--- src/rtl/sw_pkg.sv ---
// Shared constants for the board switch/button conditioning path.
package sw_pkg;
  localparam int SW_WIDTH               = 16;
  localparam int DEBOUNCE_CYCLES_100MHZ = 1000000;
  // Short window so simulations settle in a handful of cycles.
  localparam int DEBOUNCE_CYCLES_SIM    = 4;
endpackage

--- src/rtl/switch_debounce_if.sv ---
// Debounced switch bundle between the raw pins, the debouncer and the display stage.
interface switch_debounce_if #(parameter int WIDTH = 16);
  logic [WIDTH-1:0] switches;
  logic [WIDTH-1:0] sw_db;
  logic             sw_valid;
  logic             sw_changed;
  logic [WIDTH-1:0] sw_rise;
  logic [WIDTH-1:0] sw_fall;

  modport master (output switches,
                  input  sw_db, sw_valid, sw_changed, sw_rise, sw_fall);
  modport slave  (input  switches,
                  output sw_db, sw_valid, sw_changed, sw_rise, sw_fall);
endinterface

--- src/rtl/sync_2ff.sv ---
// Plain two-flop synchroniser, no logic between the stages; reused for buttons.
module sync_2ff #(
  parameter int WIDTH = 1
) (
  input  logic             clk,
  input  logic             rst,
  input  logic [WIDTH-1:0] d_i,
  output logic [WIDTH-1:0] q_o
);
  logic [WIDTH-1:0] sync1_q, sync2_q;

  always_ff @(posedge clk) begin
    if (rst) begin
      sync1_q <= '0;
      sync2_q <= '0;
    end else begin
      sync1_q <= d_i;
      sync2_q <= sync1_q;
    end
  end

  assign q_o = sync2_q;
endmodule

--- src/rtl/switch_debounce.sv ---
// Vector debouncer: a value is accepted once the synchronised pins hold still for
// STABLE_CYCLES cycles; acceptance of a new value emits change/rise/fall pulses.
module switch_debounce
  import sw_pkg::*;
#(
  parameter int WIDTH         = SW_WIDTH,
  parameter int STABLE_CYCLES = DEBOUNCE_CYCLES_100MHZ
) (
  input  logic             clk,
  input  logic             rst,
  switch_debounce_if.slave bus
);
  localparam int            CW      = $clog2(STABLE_CYCLES);
  localparam logic [CW-1:0] CNT_MAX = CW'(STABLE_CYCLES - 1);

  logic [WIDTH-1:0] sync2;
  logic [WIDTH-1:0] cand_q, cand_d;
  logic [CW-1:0]    cnt_q, cnt_d;
  logic [WIDTH-1:0] db_q, db_d;
  logic             valid_q, valid_d;
  logic             chg_q, chg_d;
  logic [WIDTH-1:0] rise_q, rise_d;
  logic [WIDTH-1:0] fall_q, fall_d;

  sync_2ff #(.WIDTH(WIDTH)) u_sync (
    .clk (clk),
    .rst (rst),
    .d_i (bus.switches),
    .q_o (sync2)
  );

  // Any bit moving restarts the window for the whole vector; the counter
  // saturates so a held value is re-evaluated every cycle without re-pulsing.
  always_comb begin
    cand_d  = cand_q;
    cnt_d   = cnt_q;
    db_d    = db_q;
    valid_d = valid_q;
    chg_d   = 1'b0;
    rise_d  = '0;
    fall_d  = '0;
    if (sync2 != cand_q) begin
      cand_d = sync2;
      cnt_d  = '0;
    end else if (cnt_q < CNT_MAX) begin
      cnt_d = cnt_q + CW'(1);
    end else begin
      valid_d = 1'b1;
      if (cand_q != db_q) begin
        db_d   = cand_q;
        chg_d  = 1'b1;
        rise_d = cand_q & ~db_q;
        fall_d = ~cand_q & db_q;
      end
    end
  end

  always_ff @(posedge clk) begin
    if (rst) begin
      cand_q  <= '0;
      cnt_q   <= '0;
      db_q    <= '0;
      valid_q <= 1'b0;
      chg_q   <= 1'b0;
      rise_q  <= '0;
      fall_q  <= '0;
    end else begin
      cand_q  <= cand_d;
      cnt_q   <= cnt_d;
      db_q    <= db_d;
      valid_q <= valid_d;
      chg_q   <= chg_d;
      rise_q  <= rise_d;
      fall_q  <= fall_d;
    end
  end

  assign bus.sw_db      = db_q;
  assign bus.sw_valid   = valid_q;
  assign bus.sw_changed = chg_q;
  assign bus.sw_rise    = rise_q;
  assign bus.sw_fall    = fall_q;
endmodule

--- src/flat_wrapper.sv ---
// flat-port wrapper written by rule: the top's interface ports become plain ports
module switch_debounce_flat import sw_pkg::*;
#(
  parameter int WIDTH         = SW_WIDTH,
  parameter int STABLE_CYCLES = DEBOUNCE_CYCLES_100MHZ
)
  (clk, rst, bus_switches, bus_sw_db, bus_sw_valid, bus_sw_changed, bus_sw_rise, bus_sw_fall);
  switch_debounce_if #(.WIDTH(WIDTH)) bus_i ();
  input  logic clk;
  input  logic rst;
  input wire logic [$bits(bus_i.switches)-1:0] bus_switches;
  output wire logic [$bits(bus_i.sw_db)-1:0] bus_sw_db;
  output wire logic [$bits(bus_i.sw_valid)-1:0] bus_sw_valid;
  output wire logic [$bits(bus_i.sw_changed)-1:0] bus_sw_changed;
  output wire logic [$bits(bus_i.sw_rise)-1:0] bus_sw_rise;
  output wire logic [$bits(bus_i.sw_fall)-1:0] bus_sw_fall;
  assign bus_i.switches = bus_switches;
  assign bus_sw_db = bus_i.sw_db;
  assign bus_sw_valid = bus_i.sw_valid;
  assign bus_sw_changed = bus_i.sw_changed;
  assign bus_sw_rise = bus_i.sw_rise;
  assign bus_sw_fall = bus_i.sw_fall;
  switch_debounce #(.WIDTH(WIDTH), .STABLE_CYCLES(STABLE_CYCLES)) u_core (.clk(clk), .rst(rst), .bus(bus_i));
endmodule
--- config.mk ---
export PLATFORM = sky130hd
export DESIGN_NAME = switch_debounce_flat
export DESIGN_NICKNAME = d
export VERILOG_FILES = /design/src/rtl/sw_pkg.sv /design/src/rtl/switch_debounce_if.sv /design/src/rtl/sync_2ff.sv /design/src/rtl/switch_debounce.sv /design/src/flat_wrapper.sv
export SDC_FILE = /design/constraint.sdc
export NUM_CORES = 1
export LEC_CHECK = 0
export ABC_CLOCK_PERIOD_IN_PS = 2600
export CAP_MARGIN = 20
export CORE_MARGIN = 3
export CORE_UTILIZATION = 53
export CTS_CLUSTER_DIAMETER = 40
export DETAILED_ROUTE_END_ITERATION = 8
export PLACE_DENSITY_LB_ADDON = 0.3
export SLEW_MARGIN = 0
export SYNTH_ARGS = -nofsm -noshare
export SYNTH_HDL_FRONTEND = slang
export SYNTH_SLANG_ARGS = --single-unit
--- constraint.sdc ---
create_clock -name clk -period 2.6 [get_ports clk]
set_clock_uncertainty 0.05 [all_clocks]
set_input_delay 0.52 -clock clk [delete_from_list [all_inputs] [get_ports clk]]
set_output_delay 0.52 -clock clk [all_outputs]
set_load 0.05 [all_outputs]
==> summary.txt <==
Status
  • Status: finished, final reports clean

Setup path
  • CP startpoint: u_core.bus.sw_db[15]$_SDFFE_PP0P_
  • CP Max Fanout: 16
  • Crit start category: flop
  • Crit path DAT: 2.78 ns
  • Worst Path Buf+Inv: 2
  • Top delay family on crit path: simple AND/OR/NAND/NOR gates
  • Worst Setup Path Type: reg2reg
  • Slowest library cell on the worst path: or4_1
  • Crit-path cells: inv_1 -> ha_1 -> nand4_1 -> or4_1 -> o211ai_4 -> buf_4 -> mux2i_1 -> nor2_1
  • Largest stage delay, worst path: 0.64 ns
  • R2r startpoint: u_core.bus.sw_db[15]$_SDFFE_PP0P_
  • Critical Path RT: 2.93 ns
  • Worst setup EP type: flop

Timing
  • Final Hold Viols: 0
  • Max-slew headroom: 47.4%
  • Maximum operating frequency: 407 MHz
  • Final setup viols: 0
  • Post-layout min period: 2.46 ns
  • Final hold slack: 0.382 ns
  • Final Cycle Share: 94.4%
  • Fin. max-slew vios: 0
  • Tightest Pin Transition: 0.787 ns
  • Setup TNS: 0 ns
  • RSZ-0062 raised after global routing: no

Cells and area
  • Final instance area: 6020 um^2
  • Non-filler cells, final: 642
  • Layout cells sized above 1: 10.1%
  • Antenna diode instance count: 0
  • Fillers: 561
  • Synthesis-to-finish area growth: 31.7%
  • Final #Nets: 575

Floorplan
  • Core footprint: 8300 um^2
  • Die Area: 9770 um^2
  • Initial Util: 55.1%
  • Site row count: 33
  • I/O pin cnt: 68
  • Die Width: 98.9 um
  • Die height: 98.9 um

Clock network
  • Worst skew pair latency: 0.51 ns
  • Cts repair resizes: 0
  • CTS root buffer: clkbuf_8
  • # H-tree levels: 4
  • Hold_buf cts: 0
  • Clock Path Buffers: 2
  • # Post-CTS Setup Buffers: 0
  • Num CTS Buffers: 17
  • Clock transition at the registers of the reported paths: 0.06 ns
  • CTS tree: done
  • CTS Sinks: 118

Run
  • Max Cap Viol: 0

Synthesis
  • Seq/Total Area, Yosys: 51.7%
  • Post-synth EDFFs: 0
  • Synthesized Nets: 493
  • Leading area contributor after synthesis: dfxtp_1
  • Ys async rst share: 0%
  • Synth Area per Inst: 10.3 um^2
  • Cell area after synthesis: 4570 um^2
  • Gate Count Post-Synth: 442
  • Synth warn: 0
  • Top cell type's share of synthesized area: 51.7%
  • Synth cell count leaders: dfxtp_1 (118), nor2b_1 (48), inv_1 (34), nor2_1 (34)
  • Leading cell type by number of instances after synthesis: dfxtp_1
  • Cell variety after synth: 35
  • Predominant post-synthesis flop cell: dfxtp_1
  • Flops & latches, synth: 118
  • Synth area leaders: dfxtp_1 (52%), ha_1 (9.0%), nor2b_1 (6.6%), xnor2_1 (5.8%), and2_1 (4.5%)

Global routing
  • Number of global-route vias before repair: 2936
  • Tot GR Track Use: 18.5%
  • Grt ovf: 0
  • First-pass GRT wire length: 14300 um
  • Largest net degree at the start of global routing: 36
  • Initial antenna violation count: 0

Power
  • P_leak: 2.34 nW
  • Power Total: 4.36 mW
  • Pwr dens: 725 nW/um^2
  • Maximum VDD drop: 405 uV

Detailed routing
  • Routed vias: 3112
  • First DRT Iteration DRCs: 124
  • DR WL/cell: 13.4 um
  • Post-route antenna net violation count: 0
  • Via density: 4.85
  • DRT Pass-1 Iters: 6
  • Drt drc: 0
  • Post-Route WL: 8590 um

Worst hold path
  • Hold crit path type: reg2reg
  • Min-delay src: u_core.u_sync.sync1_q[7]$_SDFF_PP0_

Placed design
  • Detailed Place HPWL: 5850 um
  • GP Congestion: 0.824
  • Placed cell count: 610
  • Port Buffers: 67
  • Placed cell area: 5400 um^2
worst register-to-register path, stage by stage, from the launching register on:
cell      delay (ns)
dfxtp_1         0.38
inv_1           0.07
ha_1            0.30
nand4_1         0.12
or4_1           0.64
o211ai_4        0.12
buf_4           0.32
mux2i_1         0.27
nor2_1          0.06
placed cells by master, fill, tap and decap left out, drive strengths merged, types with 2 or more instances in the layout:
cell type      instances
dfxtp                118
clkdlybuf4s50         66
nor2b                 48
inv                   36
nor2                  36
and2                  33
ha                    33
xnor2                 30
clkbuf                18
mux2i                 16
buf                   14
nand4                 11
nand2                 11
nor4                   9
nand3                  7
nor3                   5
clkinv                 5
and3                   4
o21ai                  4
a21oi                  4
bufinv                 4
and4                   4
nor4b                  3
or3                    3
clkinvlp               3
nand2b                 2
xor2                   2
nor3b                  2
or4                    2
state kept, by name, indices dropped and copies added (netlist names):
signal	count
u_core.bus.sw_changed	1
u_core.bus.sw_db	16
u_core.bus.sw_fall	16
u_core.bus.sw_rise	16
u_core.bus.sw_valid	1
u_core.cand_q	16
u_core.cnt_q	20
u_core.u_sync.q_o	16
u_core.u_sync.sync1_q	16
kinds of logic after synthesis:
group / share of synthesized area [%]
fa+ha+maj: 9.04
simple gates: 23.1
mux: 3.50
buf+inv: 4.52
flops: 51.7
xor+xnor: 6.13
compound gates: 2.00
final cells by class:
| type | instances | area (um^2) | area share (%) |
|---|---|---|---|
| clock buffers | 18 | 418 | 6.95 |
| clock inverters | 14 | 200 | 3.33 |
| inverters | 34 | 128 | 2.12 |
| multi-input cells | 273 | 2000 | 33.3 |
| flip-flops and latches | 118 | 2360 | 39.3 |
| well taps | 105 | 131 | 2.18 |
| repair buffers | 80 | 776 | 12.9 |
where the power goes:
group | internal (mW) | switching (mW)
clock | 1.56 | 0.822
combinational | 0.0658 | 0.0531
sequential | 1.84 | 0.0174
total | 3.47 | 0.892
stage by stage:
step                      worst slack [ns]  util [%]
after global placement               0.262      65.0
final                                0.145      72.5
after global routing                0.0268      72.5
after detailed placement             0.163      65.0
after CTS                            0.133      72.5
after floorplan                     0.0793         -
per-layer routing:
metal	vias to the layer above	part of all wire [%]	track usage, %
met3	10	4.5	5.80
met5	-	0	0
met2	87	47	29.2
li1	1589	-	-
met4	0	1.2	6.51
met1	1426	48	24.0
final timing paths:
path,slack [ns],depth (start not counted),to
min,0.38,1,u_core.u_sync.q_o[7]$_SDFF_PP0_
max reg2reg,0.14,8,u_core.bus.sw_db[11]$_SDFFE_PP0P_
min reg2reg,0.38,1,u_core.u_sync.q_o[7]$_SDFF_PP0_
max,0.14,8,u_core.bus.sw_db[11]$_SDFFE_PP0P_
Note: power is estimated with default switching activity, not from simulation.
